### src/rtl/sata_cmd_sequencer.sv
// Issues one ATA command at a time through the SATA host shadow-register port.
// It writes the command registers, waits for IPF, reads the status byte and reports completion.
module sata_cmd_sequencer #(
    parameter logic [4:0]  ADDR_LBA_LO = 5'h01,
    parameter logic [4:0]  ADDR_LBA_HI = 5'h02,
    parameter logic [4:0]  ADDR_COUNT  = 5'h03,
    parameter logic [4:0]  ADDR_DEVICE = 5'h04,
    parameter logic [4:0]  ADDR_CMD    = 5'h05,
    parameter logic [4:0]  ADDR_STATUS = 5'h07,
    parameter logic [7:0]  DEVICE_VAL  = 8'h40,
    parameter int unsigned RD_LATENCY  = 1,
    parameter int unsigned TIMEOUT     = 32'd75000000
) (
    input  logic        i_clk,
    input  logic        i_reset,
    input  logic        i_linkup,
    input  logic        i_cmd_valid,
    output logic        o_cmd_ready,
    input  logic [7:0]  i_cmd_opcode,
    input  logic [47:0] i_cmd_lba,
    input  logic [15:0] i_cmd_count,
    input  logic        i_abort,
    output logic        o_host_write_en,
    output logic        o_host_read_en,
    output logic [4:0]  o_host_addr,
    output logic [31:0] o_host_data_in,
    input  logic [31:0] i_host_data_out,
    output logic        o_ce,
    input  logic        i_ipf,
    input  logic        i_r_err,
    input  logic        i_illegal_state,
    output logic        o_busy,
    output logic        o_done,
    output logic [7:0]  o_status,
    output logic [2:0]  o_err_code
);

    localparam logic [2:0] ERR_OK      = 3'd0;
    localparam logic [2:0] ERR_DEV     = 3'd1;
    localparam logic [2:0] ERR_TIMEOUT = 3'd2;
    localparam logic [2:0] ERR_R_ERR   = 3'd3;
    localparam logic [2:0] ERR_ILLEGAL = 3'd4;
    localparam logic [2:0] ERR_LINK    = 3'd5;
    localparam logic [2:0] ERR_ABORT   = 3'd6;

    typedef enum logic [2:0] {
        S_IDLE, S_WR, S_WAIT_IPF, S_RD, S_RD_WAIT, S_DONE
    } state_t;

    state_t      r_state;
    logic [2:0]  r_wr_idx;
    logic [31:0] r_timer;
    logic [1:0]  r_lat;
    logic        r_rerr_flag;
    logic        r_ill_flag;
    logic [7:0]  r_opcode;
    logic [47:0] r_lba;
    logic [15:0] r_count;
    logic        r_write_en;
    logic        r_read_en;
    logic [4:0]  r_addr;
    logic [31:0] r_data;
    logic        r_ce;
    logic        r_busy;
    logic        r_done;
    logic [7:0]  r_status;
    logic [2:0]  r_err_code;

    logic        w_active;
    logic        w_fin;
    logic [7:0]  w_fin_status;
    logic [2:0]  w_fin_err;
    logic        w_unused_data;

    // Address and data of write slot idx: LBA_LO, LBA_HI, COUNT, DEVICE, then the launching CMD
    function automatic logic [36:0] wr_word(input logic [2:0] idx, input logic [7:0] op,
                                            input logic [47:0] lba, input logic [15:0] cnt);
        case (idx)
            3'd0:    return {ADDR_LBA_LO, 8'h00, lba[23:0]};
            3'd1:    return {ADDR_LBA_HI, 8'h00, lba[47:24]};
            3'd2:    return {ADDR_COUNT, 16'h0000, cnt};
            3'd3:    return {ADDR_DEVICE, 24'h000000, DEVICE_VAL};
            default: return {ADDR_CMD, 24'h000000, op};
        endcase
    endfunction

    assign o_cmd_ready     = (r_state == S_IDLE) & i_linkup;
    assign o_host_write_en = r_write_en;
    assign o_host_read_en  = r_read_en;
    assign o_host_addr     = r_addr;
    assign o_host_data_in  = r_data;
    assign o_ce            = r_ce;
    assign o_busy          = r_busy;
    assign o_done          = r_done;
    assign o_status        = r_status;
    assign o_err_code      = r_err_code;
    assign w_unused_data   = ^i_host_data_out[31:8];

    // Decide whether this cycle ends the command, and with which status / error code
    always_comb begin
        w_fin        = 1'b0;
        w_fin_status = 8'h00;
        w_fin_err    = ERR_OK;
        w_active     = (r_state == S_WR) || (r_state == S_WAIT_IPF) ||
                       (r_state == S_RD) || (r_state == S_RD_WAIT);
        if (w_active && i_abort) begin
            w_fin     = 1'b1;
            w_fin_err = ERR_ABORT;
        end else if (w_active && !i_linkup) begin
            w_fin     = 1'b1;
            w_fin_err = ERR_LINK;
        end else if (r_state == S_WAIT_IPF && !i_ipf && r_timer == 32'(TIMEOUT - 1)) begin
            w_fin     = 1'b1;
            w_fin_err = ERR_TIMEOUT;
        end else if (r_state == S_RD_WAIT && r_lat == 2'(RD_LATENCY)) begin
            w_fin        = 1'b1;
            w_fin_status = i_host_data_out[7:0];
            if (r_ill_flag || i_illegal_state)  w_fin_err = ERR_ILLEGAL;
            else if (r_rerr_flag || i_r_err)    w_fin_err = ERR_R_ERR;
            else if (i_host_data_out[0])        w_fin_err = ERR_DEV;
            else                                w_fin_err = ERR_OK;
        end
    end

    always_ff @(posedge i_clk) begin
        if (i_reset) begin
            r_state     <= S_IDLE;
            r_wr_idx    <= 3'd0;
            r_timer     <= 32'd0;
            r_lat       <= 2'd0;
            r_rerr_flag <= 1'b0;
            r_ill_flag  <= 1'b0;
            r_opcode    <= 8'h00;
            r_lba       <= 48'h0;
            r_count     <= 16'h0000;
            r_write_en  <= 1'b0;
            r_read_en   <= 1'b0;
            r_addr      <= 5'h00;
            r_data      <= 32'h0;
            r_ce        <= 1'b0;
            r_busy      <= 1'b0;
            r_done      <= 1'b0;
            r_status    <= 8'h00;
            r_err_code  <= ERR_OK;
        end else begin
            r_write_en <= 1'b0;
            r_read_en  <= 1'b0;
            r_done     <= 1'b0;
            if (r_state != S_IDLE) begin
                if (i_r_err)         r_rerr_flag <= 1'b1;
                if (i_illegal_state) r_ill_flag  <= 1'b1;
            end
            if (w_fin) begin
                r_state    <= S_DONE;
                r_done     <= 1'b1;
                r_ce       <= 1'b0;
                r_status   <= w_fin_status;
                r_err_code <= w_fin_err;
            end else begin
                case (r_state)
                    S_IDLE: begin
                        if (i_cmd_valid && o_cmd_ready) begin
                            r_opcode          <= i_cmd_opcode;
                            r_lba             <= i_cmd_lba;
                            r_count           <= i_cmd_count;
                            r_rerr_flag       <= 1'b0;
                            r_ill_flag        <= 1'b0;
                            r_wr_idx          <= 3'd0;
                            r_write_en        <= 1'b1;
                            {r_addr, r_data}  <= wr_word(3'd0, i_cmd_opcode, i_cmd_lba, i_cmd_count);
                            r_ce              <= 1'b1;
                            r_busy            <= 1'b1;
                            r_state           <= S_WR;
                        end
                    end
                    S_WR: begin
                        if (r_wr_idx == 3'd4) begin
                            r_timer <= 32'd0;
                            r_state <= S_WAIT_IPF;
                        end else begin
                            r_wr_idx         <= r_wr_idx + 3'd1;
                            r_write_en       <= 1'b1;
                            {r_addr, r_data} <= wr_word(r_wr_idx + 3'd1, r_opcode, r_lba, r_count);
                        end
                    end
                    S_WAIT_IPF: begin
                        if (i_ipf) begin
                            r_read_en <= 1'b1;
                            r_addr    <= ADDR_STATUS;
                            r_state   <= S_RD;
                        end else begin
                            r_timer <= r_timer + 32'd1;
                        end
                    end
                    S_RD: begin
                        r_lat   <= 2'd1;
                        r_state <= S_RD_WAIT;
                    end
                    S_RD_WAIT: r_lat <= r_lat + 2'd1;
                    S_DONE: begin
                        r_busy  <= 1'b0;
                        r_state <= S_IDLE;
                    end
                    default: r_state <= S_IDLE;
                endcase
            end
        end
    end

endmodule

### config.mk
export PLATFORM = sky130hd
export DESIGN_NAME = sata_cmd_sequencer
export DESIGN_NICKNAME = d
export VERILOG_FILES = /design/src/rtl/sata_cmd_sequencer.sv
export SDC_FILE = /design/constraint.sdc
export NUM_CORES = 1
export LEC_CHECK = 0
export ABC_AREA = 0
export CAP_MARGIN = 20
export CORE_UTILIZATION = 40
export CTS_BUF_LIST = sky130_fd_sc_hd__clkbuf_8
export CTS_CLUSTER_DIAMETER = 40
export DETAILED_ROUTE_END_ITERATION = 8
export GPL_TIMING_DRIVEN = 0
export PLACE_DENSITY = 0.74
export RECOVER_POWER = 25
export SETUP_SLACK_MARGIN = 0.05
export SYNTH_ARGS = -nofsm -noshare
export SYNTH_HDL_FRONTEND = slang
export SYNTH_SLANG_ARGS = --single-unit
### constraint.sdc
create_clock -name i_clk -period 2.85 [get_ports i_clk]
set_clock_uncertainty 0.2 [all_clocks]
set_input_delay 0.4275 -clock i_clk [delete_from_list [all_inputs] [get_ports i_clk]]
set_output_delay 0.4275 -clock i_clk [all_outputs]
set_load 0.005 [all_outputs]
# After elaboration in Yosys (flattened, before gate mapping)
# Index checks and enable logic that the tools add are counted.
dict set report word_totals {
  elab_cells 130
  out_inout_bits 54
  reg_bits 167
}
dict set report classes {
  eq_ne 20
  muxes 52
  n_bitwise 4
  n_reduce_logical 32
  addsub 3
}
# op count
set ops {}
lappend ops {{one-hot mux 35 bit (4 select lines)} 1}
lappend ops {{2-to-1 mux 32 bit} 4}
lappend ops {{one-hot mux 32 bit (2 select lines)} 2}
lappend ops {{2-to-1 mux 3 bit} 11}
lappend ops {{adder 32 x 1 -> 32 bit, second input constant} 1}
lappend ops {{equality test 32 x 27 -> 1 bit, second input constant} 1}
lappend ops {{2-to-1 mux 8 bit} 4}
lappend ops {{2-to-1 mux 1 bit} 20}
lappend ops {{AND reduction 4 bit} 4}
lappend ops {{2-to-1 mux 5 bit} 3}
lappend ops {{one-hot mux 3 bit (5 select lines)} 1}
lappend ops {{one-hot mux 5 bit (3 select lines)} 1}
lappend ops {{equality test 3 x 2 -> 1 bit, second input constant} 4}
lappend ops {{equality test 3 bit, second input constant} 3}
lappend ops {{inequality test 2 bit, second input constant} 4}
lappend ops {{nonzero test 2 bit} 4}
lappend ops {{equality test 3 x 1 -> 1 bit, second input constant} 2}
lappend ops {{logical AND 1 bit} 6}
lappend ops {{zero test 3 bit} 2}
lappend ops {{inequality test 3 x 2 -> 1 bit, second input constant} 2}
lappend ops {{one-hot mux 3 bit (2 select lines)} 1}
lappend ops {{AND reduction 3 bit} 2}
lappend ops {{nonzero test 3 bit} 2}
lappend ops {{logical OR 1 bit} 5}
lappend ops {{15 further kinds} 21}

# Depth between registers and ports, before layout
dict set report depth {
  word_depth 9
  depth_mapped 9
  mapped_depth_nobuf 7
}

# Least setup slack after synthesis
# No wires, ideal clock.
dict set report synth_timing {
  path_type {reg-to-reg}
  from {reg r_timer[12]}
  to {reg r_status[0] (netlist: o_status[0])}
  setup_slack_ps 390
  setup_time_ps 117
  arrival_ps 2143
  stages_incl_launch_ff 7
  n_path_buf 1
  t_required_ps 2533
  path_cell_list {dfxtp_1 -> or4_1 -> or4_4 -> nor3_4 -> buf_6 -> nor3_2 -> a22o_1}
}
dict set report synth_via {
  elab_chain_len 5
  word_cells_on_any_way 8
  cone_classes {eq/ne (1); mux (6); reduce/logical (1)}
}
# item line
set synth_lines {}
lappend synth_lines {{start: declaration} 52} ;# logic [31:0] r_timer;
lappend synth_lines {{start signal: assignment} 192} ;# r_timer <= r_timer + 32'd1;
lappend synth_lines {{equality test 32 x 27 -> 1 bit *} 112} ;# end else if (r_state == S_WAIT_IPF && !i_ipf && r_timer == 32'(TIMEOUT - 1)) begin
lappend synth_lines {{logical AND 1 bit *} 112}
lappend synth_lines {{2-to-1 mux 8 bit or 2-to-1 mux 1 bit (tied branches)} 112}
lappend synth_lines {{2-to-1 mux 8 bit or 2-to-1 mux 1 bit (tied branches)} 109} ;# end else if (w_active && !i_linkup) begin
lappend synth_lines {{2-to-1 mux 8 bit or 2-to-1 mux 1 bit (tied branches)} 106} ;# if (w_active && i_abort) begin
lappend synth_lines {{end signal: assignment} 157} ;# r_status <= w_fin_status;
lappend synth_lines {{end: declaration} 66} ;# logic [7:0] r_status;
# Mark *: on every way between the ends. The rest lies on a longest branch, timed or not.
# A chain may end at the register's enable or synchronous reset.

# Final worst setup path
dict set report layout_timing {
  from {reg r_state[2]}
  to {reg r_addr[0] (netlist: o_host_addr[0])}
}
dict set report layout_via {
  elab_chain_len 9
  word_cells_on_any_way 26
  cone_classes {eq/ne (7); mux (5); bitwise (2); reduce/logical (12)}
}
# item line
set layout_lines {}
lappend layout_lines {{start: declaration} 50} ;# state_t r_state;
lappend layout_lines {{start signal: assignment} 127} ;# r_state <= S_IDLE;
lappend layout_lines {{start signal: assignment} 154} ;# r_state <= S_DONE;
lappend layout_lines {{start signal: assignment} 173} ;# r_state <= S_WR;
lappend layout_lines {{equality test 3 x 1 -> 1 bit or equality test 3 x 2 -> 1 bit (tied branches)} {104, 160, 112}}
lappend layout_lines {{logical OR 1 bit (2 in series)} 104} ;# w_active = (r_state == S_WR) || (r_state == S_WAIT_IPF) ||
lappend layout_lines {{logical OR 1 bit} 105} ;# (r_state == S_RD) || (r_state == S_RD_WAIT);
lappend layout_lines {{logical AND 1 bit} 109}
lappend layout_lines {{2-to-1 mux 1 bit} 109}
lappend layout_lines {{2-to-1 mux 1 bit} 106}
lappend layout_lines {{NOT 1 bit (no source line)} --}
lappend layout_lines {{AND reduction 5 bit (no source line)} --}
lappend layout_lines {{end signal: assignment} 170} ;# {r_addr, r_data} <= wr_word(3'd0, i_cmd_opcode, i_cmd_lba, i_cmd_count);
lappend layout_lines {{end signal: assignment} 183} ;# {r_addr, r_data} <= wr_word(r_wr_idx + 3'd1, r_opcode, r_lba, r_count);
lappend layout_lines {{end: declaration} 61} ;# logic [4:0] r_addr;
# Parallel ways exist; a longest one is shown, timed or not.

==> reports/summary.log <==
qor: layout.layout-area-overhead-vs-synth 30.8%
qor: clock_network.tritoncts.num_buffers 17
qor: drt.first_iteration_detailed_routing_drc_count 605
qor: setup_path.crit_arrival 2.90 ns
qor: floorplan.floorplan.die.width 135 microns
qor: synthesis.ys.flop_type sky130_fd_sc_hd__dfxtp_1
qor: clock_network.clock_tree.buffer_depth 2
qor: synthesis.synth_top_cell_area_share 44.6%
qor: sta.final_critical_path_required_period 2.72 ns
qor: synthesis.netlist.top_cell.by_area sky130_fd_sc_hd__dfxtp_1
qor: grt.grt_first_pass_wirelength 33600 microns
qor: clock_network.cts_tree yes
qor: drt.vias 7206
qor: setup_path.timing.critical_path.buf_inv 3
qor: floorplan.core 17200 sq um
qor: grt.gr-usage-all-layers 23.6%
qor: pwr.total_leakage_power 3.28 nW
qor: setup_path.critPathMaxFanout 10
qor: floorplan.rows 48
qor: placed_design.placement.io_buffers 131
qor: sta.max-slew-margin-rel 35.2%
qor: layout.layout.nets 1167
qor: pwr.pwr_density_cell 708 nW/um^2
qor: placed_design.place_congestion 0.903
qor: synthesis.synth.distinct_cells 63
qor: placed_design.dp.cells 1247
qor: run_status.run_status finished clean
qor: synthesis.synth_top_family_by_area simple AND/OR/NAND/NOR gates
qor: sta.final_critical_path_setup_slack 0.132 ns
qor: layout.final-instance-count-excl-fill 1286
qor: layout.post_route_cells_drive_above_1_share 7.63%
qor: sta.rsz_0062_raised_after_global_routing true
qor: synthesis.cell_area_synth 7050 sq um
qor: pwr.irDropWorstVdd 0.000437 V
qor: sta.measured_slew_at_the_worst_slew_check_pin 0.965 ns
qor: hold_path.min_path_type reg2reg
qor: synthesis.synthesis_stage_register_bit_count 157
qor: synthesis.synth_edf_count 0
qor: placed_design.placement_stage_worst_setup_slack -0.530 ns
qor: setup_path.cp_top_delay_family simple AND/OR/NAND/NOR gates
qor: synthesis.synth-simple-area-share 24.6%
qor: clock_network.htree_levels 4
qor: grt.vias_in_the_first_global_route 6623
qor: grt.antenna_found_initial 0
qor: synthesis.synthesis.yosys.warnings 0
qor: setup_path.library_cell_contributing_the_largest_single_delay_on_the_critical_path sky130_fd_sc_hd__or3b_1
qor: floorplan.chipHeight 135 microns
qor: grt.pin_count_of_the_biggest_net_entering_global_routing 17
qor: clock_network.clock_tree.root_cell sky130_fd_sc_hd__clkbuf_8
qor: clock_network.post_cts_hold_buffer_count 0
qor: synthesis.synth_sequential_area_ratio 44.6%
qor: placed_design.detailedPlacementHpwl 15500 microns
qor: layout.final-seq-area 3140 sq um
qor: grt.gr-total-overflow 0
qor: drt.vias_per_cell 5.60
qor: sta.fin_worst_hold_slack 0.261 ns
qor: synthesis.synth.top_cells.by_area sky130_fd_sc_hd__dfxtp_1 45%, sky130_fd_sc_hd__nand2_1 11%, sky130_fd_sc_hd__a21oi_1 7.9%, sky130_fd_sc_hd__clkbuf_1 3.0%, sky130_fd_sc_hd__nor2_1 2.2%
qor: clock_network.clkLatencyLatePin 0.47 ns
qor: setup_path.req_time_crit_path 3.03 ns
qor: pwr.p_total 6.53 mW
qor: drt.totalWireLength 21200 microns
qor: setup_path.timing.critical_path.cells clkbuf_1, or3b_1, or4_4, nor3_4, buf_4, buf_6, nor2_1, a221oi_2
qor: floorplan.fp.dieArea 18200 sq um
qor: synthesis.synth.avg_cell_area 7.99 sq um
qor: layout.combined_area_of_the_multi_input_logic_cells 3610 sq um
qor: setup_path.criticalPathCategory reg2reg
qor: drt.post-route-drc-count 0
qor: layout.diodes 0
qor: sta.clock.fmax 0.368 GHz
qor: synthesis.syn_inst 882
qor: clock_network.cts_sinks 157
qor: sta.final-max-slew-violation-count 0
qor: setup_path.timing.critical_path.slowest_cell_delay 0.55 ns
qor: floorplan.ios 166
qor: synthesis.post_synth_xor_xnor_area 0.497%
qor: sta.final.period_utilization 95.4%
qor: drt.ant_nets 0
qor: floorplan.initial_utilization 40.9%
qor: layout.finish.utilization 53.5%
qor: drt.route.detailed.wl_per_inst 16.5 microns
qor: synthesis.ys_async_sr_fraction 0%
qor: setup_path.end_kind flop
qor: synthesis.synth_compound_gate_area_share 23.3%
qor: clock_network.cts.clk_slew.worst_paths 0.10 ns
qor: flow_run.count_of_maximum_capacitance_violations 0
qor: sta.timing_hold_violations_final 0
qor: layout.fillers 1636
qor: drt.detailedRoute.firstPassIterationCount 5
qor: setup_path.start_kind flop
qor: synthesis.synth-adder-area-share 1.24%
qor: sta.report.final.setup_viol 0
qor: synthesis.synth.area.mux_share 0.284%
-- layout make-up --
type | instances | share of cell area [%]
flip-flops and latches | 157 | 34.1
repair buffers | 138 | 14.8
multi-input cells | 651 | 39.1
plain buffers | 75 | 3.95
clock buffers | 19 | 2.84
well taps | 225 | 3.05
inverters | 8 | 0.326
clock inverters | 13 | 1.81
-- kinds of logic after synthesis --
family / count (synthesis)
adders and majority gates: 7
muxes: 2
AOI/OAI and AO/OA: 256
DFF: 157
xor gates and xnor gates: 4
and+or+nand+nor: 372
other: 1
buffers and inverters: 83
-- state kept, by name, indices dropped and copies added, names as in the netlist --
register         count
r_lba               48
r_timer             32
o_host_data_in      24
r_count             16
o_status             8
r_opcode             8
o_err_code           3
o_host_addr          3
r_state              3
r_wr_idx             3
r_lat                2
o_busy               1
o_ce                 1
o_done               1
o_host_read_en       1
o_host_write_en      1
r_ill_flag           1
r_rerr_flag          1
-- per-stage QoR --
| stage | setup TNS [ns] | cell area [sq um] |
|---|---|---|
| 2_1_floorplan | 0 | 7080 |
| 3_3_place_gp | -22.70 | 8680 |
| 3_5_place_dp | -21.26 | 8680 |
| 4_1_cts | 0 | 9110 |
| 5_1_grt | -0.00811 | 9220 |
| 6_report | 0 | 9220 |
-- layout by cell type (no fill, tap or decap), types with 16 or more instances in the layout --
cell type and instances:
sky130_fd_sc_hd__nand2_1 203, sky130_fd_sc_hd__dfxtp_1 157, sky130_fd_sc_hd__a21oi_1 110, sky130_fd_sc_hd__clkdlybuf4s50_1 87, sky130_fd_sc_hd__clkbuf_1 48, sky130_fd_sc_hd__dlygate4sd3_1 44, sky130_fd_sc_hd__nor2_1 41, sky130_fd_sc_hd__nand3_1 27
sky130_fd_sc_hd__or3_1 24, sky130_fd_sc_hd__buf_4 19, sky130_fd_sc_hd__o211ai_1 19, sky130_fd_sc_hd__clkbuf_8 19, sky130_fd_sc_hd__a22oi_1 17, sky130_fd_sc_hd__o21ai_0 16
-- synth_stat cells (9+ instances only) --
master and instances:
sky130_fd_sc_hd__a211oi_1 9, sky130_fd_sc_hd__a21oi_1 111, sky130_fd_sc_hd__a22o_1 15, sky130_fd_sc_hd__a22oi_1 17
sky130_fd_sc_hd__a2bb2oi_1 9, sky130_fd_sc_hd__buf_4 11, sky130_fd_sc_hd__clkbuf_1 56, sky130_fd_sc_hd__dfxtp_1 157
sky130_fd_sc_hd__nand2_1 203, sky130_fd_sc_hd__nand3_1 27, sky130_fd_sc_hd__nand4_1 15, sky130_fd_sc_hd__nor2_1 42
sky130_fd_sc_hd__nor3_1 9, sky130_fd_sc_hd__o211ai_1 19, sky130_fd_sc_hd__o21ai_0 16, sky130_fd_sc_hd__o21ai_1 14
sky130_fd_sc_hd__or3_1 24
-- what timing repair did --
item	4_1_cts	5_1_grt
pin swaps	1	2
resized for setup	4	23
setup endpoints to repair	32	127
buffers inserted	0	7
-- routing by layer --
| metal | share of wire, % | global-route usage [%] | up-vias |
|---|---|---|---|
| met2 | 47 | 38.1 | 308 |
| met4 | 1.8 | 7.05 | 0 |
| li1 | - | - | 3480 |
| met3 | 7.8 | 6.01 | 41 |
| met5 | 0 | 0 | - |
| met1 | 43 | 31.0 | 3377 |
-- report_power, final --
part	internal (mW)	total [mW]	switching, mW
sequential	2.50	2.69	0.185
combinational	0.863	2.03	1.17
clock	0.866	1.81	0.943
-- final timing paths --
kind	startpoint	to	slack, ns	cells past startpoint
max	r_state[2]	o_host_addr[0]	0.13	8
min	r_count[7]	r_count[7]	0.26	2
max reg2reg	r_state[2]	o_host_addr[0]	0.13	8
min reg2reg	r_count[7]	r_count[7]	0.26	2
-- worst min-delay path: stages, from the launching register on --
cell	delay [ns]
sky130_fd_sc_hd__dfxtp_1	0.32
sky130_fd_sc_hd__nand2_1	0.05
sky130_fd_sc_hd__a21oi_1	0.05
No activity file was read; power rests on OpenSTA's default activity.
